## src/rtl/occ_fetch_pkg.sv

```systemverilog
// Shared definitions for the backtracking search pipeline: position codes,
// symbol indices and the fetch-stage FSM encoding.
package occ_fetch_pkg;

  localparam int unsigned SYMW = 2;

  localparam logic [SYMW-1:0] SYM_A = 2'd0;
  localparam logic [SYMW-1:0] SYM_C = 2'd1;
  localparam logic [SYMW-1:0] SYM_G = 2'd2;
  localparam logic [SYMW-1:0] SYM_T = 2'd3;

  // Symbol-bearing codes are packed as 4 + 4*sym + kind, kind = MATCH/SNP/INSERTION/DELETION.
  typedef enum logic [4:0] {
    POS_NONE        = 5'd0,
    POS_STOP_1      = 5'd1,
    POS_STOP_2      = 5'd2,
    POS_A_MATCH     = 5'd4,
    POS_A_SNP       = 5'd5,
    POS_A_INSERTION = 5'd6,
    POS_A_DELETION  = 5'd7,
    POS_C_MATCH     = 5'd8,
    POS_C_SNP       = 5'd9,
    POS_C_INSERTION = 5'd10,
    POS_C_DELETION  = 5'd11,
    POS_G_MATCH     = 5'd12,
    POS_G_SNP       = 5'd13,
    POS_G_INSERTION = 5'd14,
    POS_G_DELETION  = 5'd15,
    POS_T_MATCH     = 5'd16,
    POS_T_SNP       = 5'd17,
    POS_T_INSERTION = 5'd18,
    POS_T_DELETION  = 5'd19
  } pos_e;

  typedef enum logic [1:0] {
    ST_IDLE = 2'd0,
    ST_RD_K = 2'd1,
    ST_RD_L = 2'd2,
    ST_OUT  = 2'd3
  } state_e;

endpackage

```

## src/rtl/occ_slice.sv

```systemverilog
// Combinational position decode and per-symbol count selection from one Occ ROM word.
module occ_slice
  import occ_fetch_pkg::*;
#(
  parameter int unsigned POSW = 5,
  parameter int unsigned NSYM = 4,
  parameter int unsigned OCCW = 8
) (
  input  logic [POSW-1:0]      position_i,
  input  logic [NSYM*OCCW-1:0] rom_word_i,
  output logic [SYMW-1:0]      sym_o,
  output logic                 bypass_o,
  output logic [OCCW-1:0]      occ_o
);

  logic [POSW-1:0] rel;

  always_comb begin
    rel      = position_i - POSW'(POS_A_MATCH);
    bypass_o = (position_i < POSW'(POS_A_MATCH)) || (position_i > POSW'(POS_T_DELETION));
    sym_o    = rel[3:2];
    occ_o    = rom_word_i[sym_o*OCCW +: OCCW];
  end

endmodule

```

## src/rtl/occ_fetch.sv

```systemverilog
// Occ-table fetch stage: reads Occ(sym, k-1) and Occ(sym, l) for one search tuple
// and presents the tuple plus both counts downstream over valid/ready.
module occ_fetch
  import occ_fetch_pkg::*;
#(
  parameter int unsigned PW    = 8,
  parameter int unsigned AW    = 12,
  parameter int unsigned POSW  = 5,
  parameter int unsigned NSYM  = 4,
  parameter int unsigned OCCW  = 8,
  parameter int unsigned ROMAW = 8
) (
  input  logic                 clk,
  input  logic                 rst,
  input  logic                 in_valid,
  output logic                 in_ready,
  input  logic [PW-1:0]        i_in,
  input  logic [PW-1:0]        z_in,
  input  logic [PW-1:0]        k_in,
  input  logic [PW-1:0]        l_in,
  input  logic [AW-1:0]        addr_in,
  input  logic [POSW-1:0]      position_in,
  output logic                 rom_ce,
  output logic [ROMAW-1:0]     rom_addr,
  input  logic [NSYM*OCCW-1:0] rom_data,
  input  logic                 rom_valid,
  output logic                 out_valid,
  input  logic                 out_ready,
  output logic [PW-1:0]        i_out,
  output logic [PW-1:0]        z_out,
  output logic [PW-1:0]        k_out,
  output logic [PW-1:0]        l_out,
  output logic [AW-1:0]        addr_out,
  output logic [POSW-1:0]      position_out,
  output logic [OCCW-1:0]      occ_k_out,
  output logic [OCCW-1:0]      occ_l_out
);

  state_e          state_q, state_d;
  logic [PW-1:0]   i_q, i_d, z_q, z_d, k_q, k_d, l_q, l_d;
  logic [AW-1:0]   addr_q, addr_d;
  logic [POSW-1:0] pos_q, pos_d;
  logic [OCCW-1:0] occ_k_q, occ_k_d, occ_l_q, occ_l_d;

  logic [POSW-1:0] pos_sel;
  logic [SYMW-1:0] sym;
  logic            bypass;
  logic [OCCW-1:0] occ_sel;
  logic [PW-1:0]   k_m1;

  // One selector serves both the accept-time decode and the ROM slice in the read states.
  assign pos_sel = (state_q == ST_IDLE) ? position_in : pos_q;

  occ_slice #(
    .POSW (POSW),
    .NSYM (NSYM),
    .OCCW (OCCW)
  ) u_slice (
    .position_i (pos_sel),
    .rom_word_i (rom_data),
    .sym_o      (sym),
    .bypass_o   (bypass),
    .occ_o      (occ_sel)
  );

  always_comb begin
    state_d = state_q;
    i_d     = i_q;
    z_d     = z_q;
    k_d     = k_q;
    l_d     = l_q;
    addr_d  = addr_q;
    pos_d   = pos_q;
    occ_k_d = occ_k_q;
    occ_l_d = occ_l_q;
    case (state_q)
      ST_IDLE: begin
        if (in_valid) begin
          i_d    = i_in;
          z_d    = z_in;
          k_d    = k_in;
          l_d    = l_in;
          addr_d = addr_in;
          pos_d  = position_in;
          if (bypass) begin
            occ_k_d = '0;
            occ_l_d = '0;
            state_d = ST_OUT;
          end else if (k_in == '0) begin
            occ_k_d = '0;
            state_d = ST_RD_L;
          end else begin
            state_d = ST_RD_K;
          end
        end
      end
      ST_RD_K: begin
        if (rom_valid) begin
          occ_k_d = occ_sel;
          state_d = ST_RD_L;
        end
      end
      ST_RD_L: begin
        if (rom_valid) begin
          occ_l_d = occ_sel;
          state_d = ST_OUT;
        end
      end
      ST_OUT: begin
        if (out_ready) state_d = ST_IDLE;
      end
      default: state_d = ST_IDLE;
    endcase
  end

  always_ff @(posedge clk) begin
    if (rst) begin
      state_q <= ST_IDLE;
      i_q     <= '0;
      z_q     <= '0;
      k_q     <= '0;
      l_q     <= '0;
      addr_q  <= '0;
      pos_q   <= '0;
      occ_k_q <= '0;
      occ_l_q <= '0;
    end else begin
      state_q <= state_d;
      i_q     <= i_d;
      z_q     <= z_d;
      k_q     <= k_d;
      l_q     <= l_d;
      addr_q  <= addr_d;
      pos_q   <= pos_d;
      occ_k_q <= occ_k_d;
      occ_l_q <= occ_l_d;
    end
  end

  always_comb begin
    k_m1     = k_q - PW'(1);
    rom_addr = '0;
    if (state_q == ST_RD_K)      rom_addr = ROMAW'(k_m1);
    else if (state_q == ST_RD_L) rom_addr = ROMAW'(l_q);
  end

  assign rom_ce       = (state_q == ST_RD_K) || (state_q == ST_RD_L);
  assign in_ready     = (state_q == ST_IDLE);
  assign out_valid    = (state_q == ST_OUT);
  assign i_out        = i_q;
  assign z_out        = z_q;
  assign k_out        = k_q;
  assign l_out        = l_q;
  assign addr_out     = addr_q;
  assign position_out = pos_q;
  assign occ_k_out    = occ_k_q;
  assign occ_l_out    = occ_l_q;

endmodule
```

## config.mk

```make
export PLATFORM = sky130hd
export DESIGN_NAME = occ_fetch
export DESIGN_NICKNAME = d
export VERILOG_FILES = /design/src/rtl/occ_fetch_pkg.sv /design/src/rtl/occ_slice.sv /design/src/rtl/occ_fetch.sv
export SDC_FILE = /design/constraint.sdc
export NUM_CORES = 1
export LEC_CHECK = 0
export CAP_MARGIN = 15
export CORE_ASPECT_RATIO = 0.9
export CORE_MARGIN = 4
export CORE_UTILIZATION = 55
export DETAILED_ROUTE_END_ITERATION = 12
export DONT_BUFFER_PORTS = 1
export PLACE_DENSITY = 0.68
export SLEW_MARGIN = 20
export SYNTH_ARGS = -nofsm -noshare
export SYNTH_HDL_FRONTEND = slang
export SYNTH_SLANG_ARGS = --single-unit
```

## constraint.sdc

```tcl
create_clock -name clk -period 4.7 [get_ports clk]
set_input_delay 1.41 -clock clk [delete_from_list [all_inputs] [get_ports clk]]
set_output_delay 1.41 -clock clk [all_outputs]
set_load 0.01 [all_outputs]
```

==> flow_metrics.tcl <==
set metrics [dict create \
    status "finished, final reports clean" \
    min_from "i_out[2]" \
    grt_max_degree 57 \
    postCtsSetupBuffers 0 \
    initial_utilization_pct 58.5 \
    synth_enable_flop_cells 0 \
    syn_area_um2 3160 \
    wirelength_um 7960 \
    tns_ns 0 \
    ctsHoldBuffers 0 \
    ys_seq_area_share_pct 42.4 \
    power.leakage_nw 1.28 \
    place_inst 413 \
    fmax_mhz 315 \
    cts_buffers 9 \
    rows 25 \
    fin_skew_ns 0.00764 \
    cts_sinks 67 \
    finalCritPeriodShare_pct 67.5 \
    drc_errors 0 \
    grt.overflow.total 0 \
    path_delay_family "adder cells" \
    ys_seq_elements 67 \
    first_pass_iters 4 \
    worst-path-stages 3 \
    r2r_setup_slack_ns 2.14 \
    antenna_left 0 \
    ys_types 45 \
    syn_to_final_growth_pct 7.39 \
    core_um2 5410 \
    reg2reg_to "occ_k_out[6]" \
    diodes 0 \
    drive_gt1_share_pct 9.12 \
    nets 450 \
    startpoint_type "flop" \
    cts_max_path_buffers 2 \
    synth_top_area_cell "dfxtp_1" \
    vias 2558 \
    ys_warn_count 0 \
    slew_headroom_pct 37.6 \
    antenna_found_initial 0 \
    cp_num_buf_inv 1 \
    die_area_um2 7030 \
    critPathKind "reg -> out" \
    die-width_um 88.0 \
    r2r-start "state_q[1]" \
    worstPathMaxFanout 12 \
    critPathRequiredTime_ns 3.29 \
    post-dp-hpwl_um 5670 \
    slew_viol_final 0 \
    rsz0062_at_grt "false" \
    path_clk_slew_ns 0.07 \
    via_per_inst 5.96 \
    synth_area_per_cell_um2 8.58 \
    hold_viol 0 \
    worst-r2r-cell-count 8 \
    grt_pass1_vias 2468 \
    die_h_um 80.0 \
    endpoint "rom_addr[7]" \
    gp_congestion 0.788 \
    synth_top_area_share_pct 42.4 \
    final_util_pct 62.8 \
    wl_met1_um 3260 \
    fin_crit_ns 3.17 \
    cts_resized 0 \
    cp_cell_sequence "inv_1 -> ha_1 -> mux2i_1" \
    io-pin-count 162 \
    dr_wl_met2_um 3600 \
    grtUsageTotal_pct 22.8 \
    cts_tree "yes" \
    detail_route.iter0.violations 85 \
    post_drt_wl_per_cell_um 18.6 \
    fin_cells 429 \
    endpoint_kind "primary output" \
    crit_start "state_q[1]" \
    insertion_delay_ns 0.34 \
    peakVddDrop_uv 351 \
    top_layer "met4" \
    cts-htree-levels 3 \
    drv_cap 0 \
    synth_nets 462 \
    fillers 512 \
    async_flop_share_pct 0 \
    met3_length_um 1000 \
    cts_root_buffer "clkbuf_8" \
    grt_pass1_wl_um 12300 \
    synthCells 369 \
    max_stage_delay_ns 0.55 \
    synth_flop_cell "dfxtp_1" \
    setup_viol 0 \
    tightest_slew_ns 0.933 \
    cp.arrival_ns 1.76 \
    holdCritPathClass "reg -> reg" \
    worst_path_max_delay_cell "ha_1" \
    numPortBuffers 0 \
    synthTopCellsByArea "dfxtp_1, nand2_1, a21oi_1" \
    cellPowerDensity_nw_per_um2 625 \
]
[sequential cells by signal, indices dropped and copies added (netlist names)]
register	count
addr_out	12
k_out	8
z_out	8
i_out	8
l_out	8
occ_l_out	8
occ_k_out	8
state_q	2
position_out	5
[report_power, final]
| group | internal [mW] | leakage [nW] | switching, mW | total (mW) |
|---|---|---|---|---|
| Combinational | 0.313 | 0.621 | 0.441 | 0.754 |
| Sequential | 0.661 | 0.547 | 0.119 | 0.780 |
| Clock | 0.367 | 0.115 | 0.222 | 0.589 |
[worst min-delay path by stage]
stage,to,cells after the start
floorplan,addr_out[0],2
finish,i_out[2],2
detailed placement,z_out[0],2
global placement,i_out[7],2
CTS,z_out[0],2
global route,addr_out[2],2
[worst register-to-register path, delay by kind of cell, from the launching register on]
family	cells	cell delay [ns]
buf+inv	2	0.41
compound gates	2	0.69
fa+ha+maj	2	0.53
flops	1	0.33
mux	2	0.53
[layout make-up]
type / count / area (um^2) / share of cell area [%]
clock buffer: 10 / 138 / 4.05
clock inverter: 6 / 113 / 3.31
tap: 67 / 83.8 / 2.47
multi-input combinational: 271 / 1690 / 49.7
sequential: 67 / 1340 / 39.5
timing repair buffer: 1 / 7.51 / 0.221
inverter: 7 / 26.3 / 0.773
[per-stage QoR]
stage / setup slack, ns / hold WS [ns] / power (mW) / instance area (um^2)
final: 1.53 / 0.501 / 2.12 / 3400
after global routing: 1.39 / 0.519 / 2.27 / 3400
after CTS: 1.49 / 0.501 / 2.14 / 3400
after detailed placement: 1.59 / 0.492 / 1.55 / 3150
after global placement: 1.61 / 0.487 / 1.53 / 3150
after floorplan: 1.68 / 0.481 / 1.43 / 3160
[cells in the mapped netlist (all sizes together) (4+ instances only)]
| cell type | count |
|---|---|
| nand2 | 130 |
| dfxtp | 67 |
| a21oi | 49 |
| mux2i | 17 |
| clkbuf | 15 |
| buf | 9 |
| a22o | 8 |
| mux4 | 8 |
| ha | 7 |
| nor2 | 7 |
| inv | 6 |
| xor2 | 4 |
[cells in the final DEF, fill, tap and decap left out, types with 2 or more instances in the layout]
| master | n |
|---|---|
| nand2_1 | 129 |
| dfxtp_1 | 67 |
| a21oi_1 | 49 |
| mux2i_1 | 16 |
| clkbuf_8 | 10 |
| a22o_1 | 8 |
| nor2_1 | 7 |
| ha_1 | 7 |
| inv_1 | 6 |
| mux4_1 | 5 |
| xor2_1 | 4 |
| nand3_1 | 3 |
| mux2_2 | 3 |
| o2111ai_1 | 3 |
| mux4_2 | 3 |
| clkinvlp_4 | 3 |
| bufinv_16 | 3 |
| xnor2_1 | 2 |
| nor3_1 | 2 |
| nand2b_1 | 2 |
| nand4bb_1 | 2 |
| nand4_1 | 2 |
| nor4_2 | 2 |
| o311ai_1 | 2 |
| o211a_1 | 2 |
[cells by family (layout without fill, tap and decap cells)]
kind of cell / Yosys count / in the layout / share of synthesized area, %
AND/OR/NAND/NOR: 159 / 159 / 21.6
XOR/XNOR: 6 / 6 / 1.66
multiplexers: 28 / 28 / 13.1
flip-flops: 67 / 67 / 42.4
buffers and inverters: 31 / 24 / 4.35
AO/OA/AOI/OAI: 71 / 71 / 14.1
adder cells (fa/ha/maj): 7 / 7 / 2.77
[layer usage]
metal	up-vias	track usage (%)
met5	-	0
li1	1252	-
met4	0	7.52
met2	116	35.1
met1	1182	27.3
met3	8	11.7
Note: power is estimated with default switching activity, not from simulation.
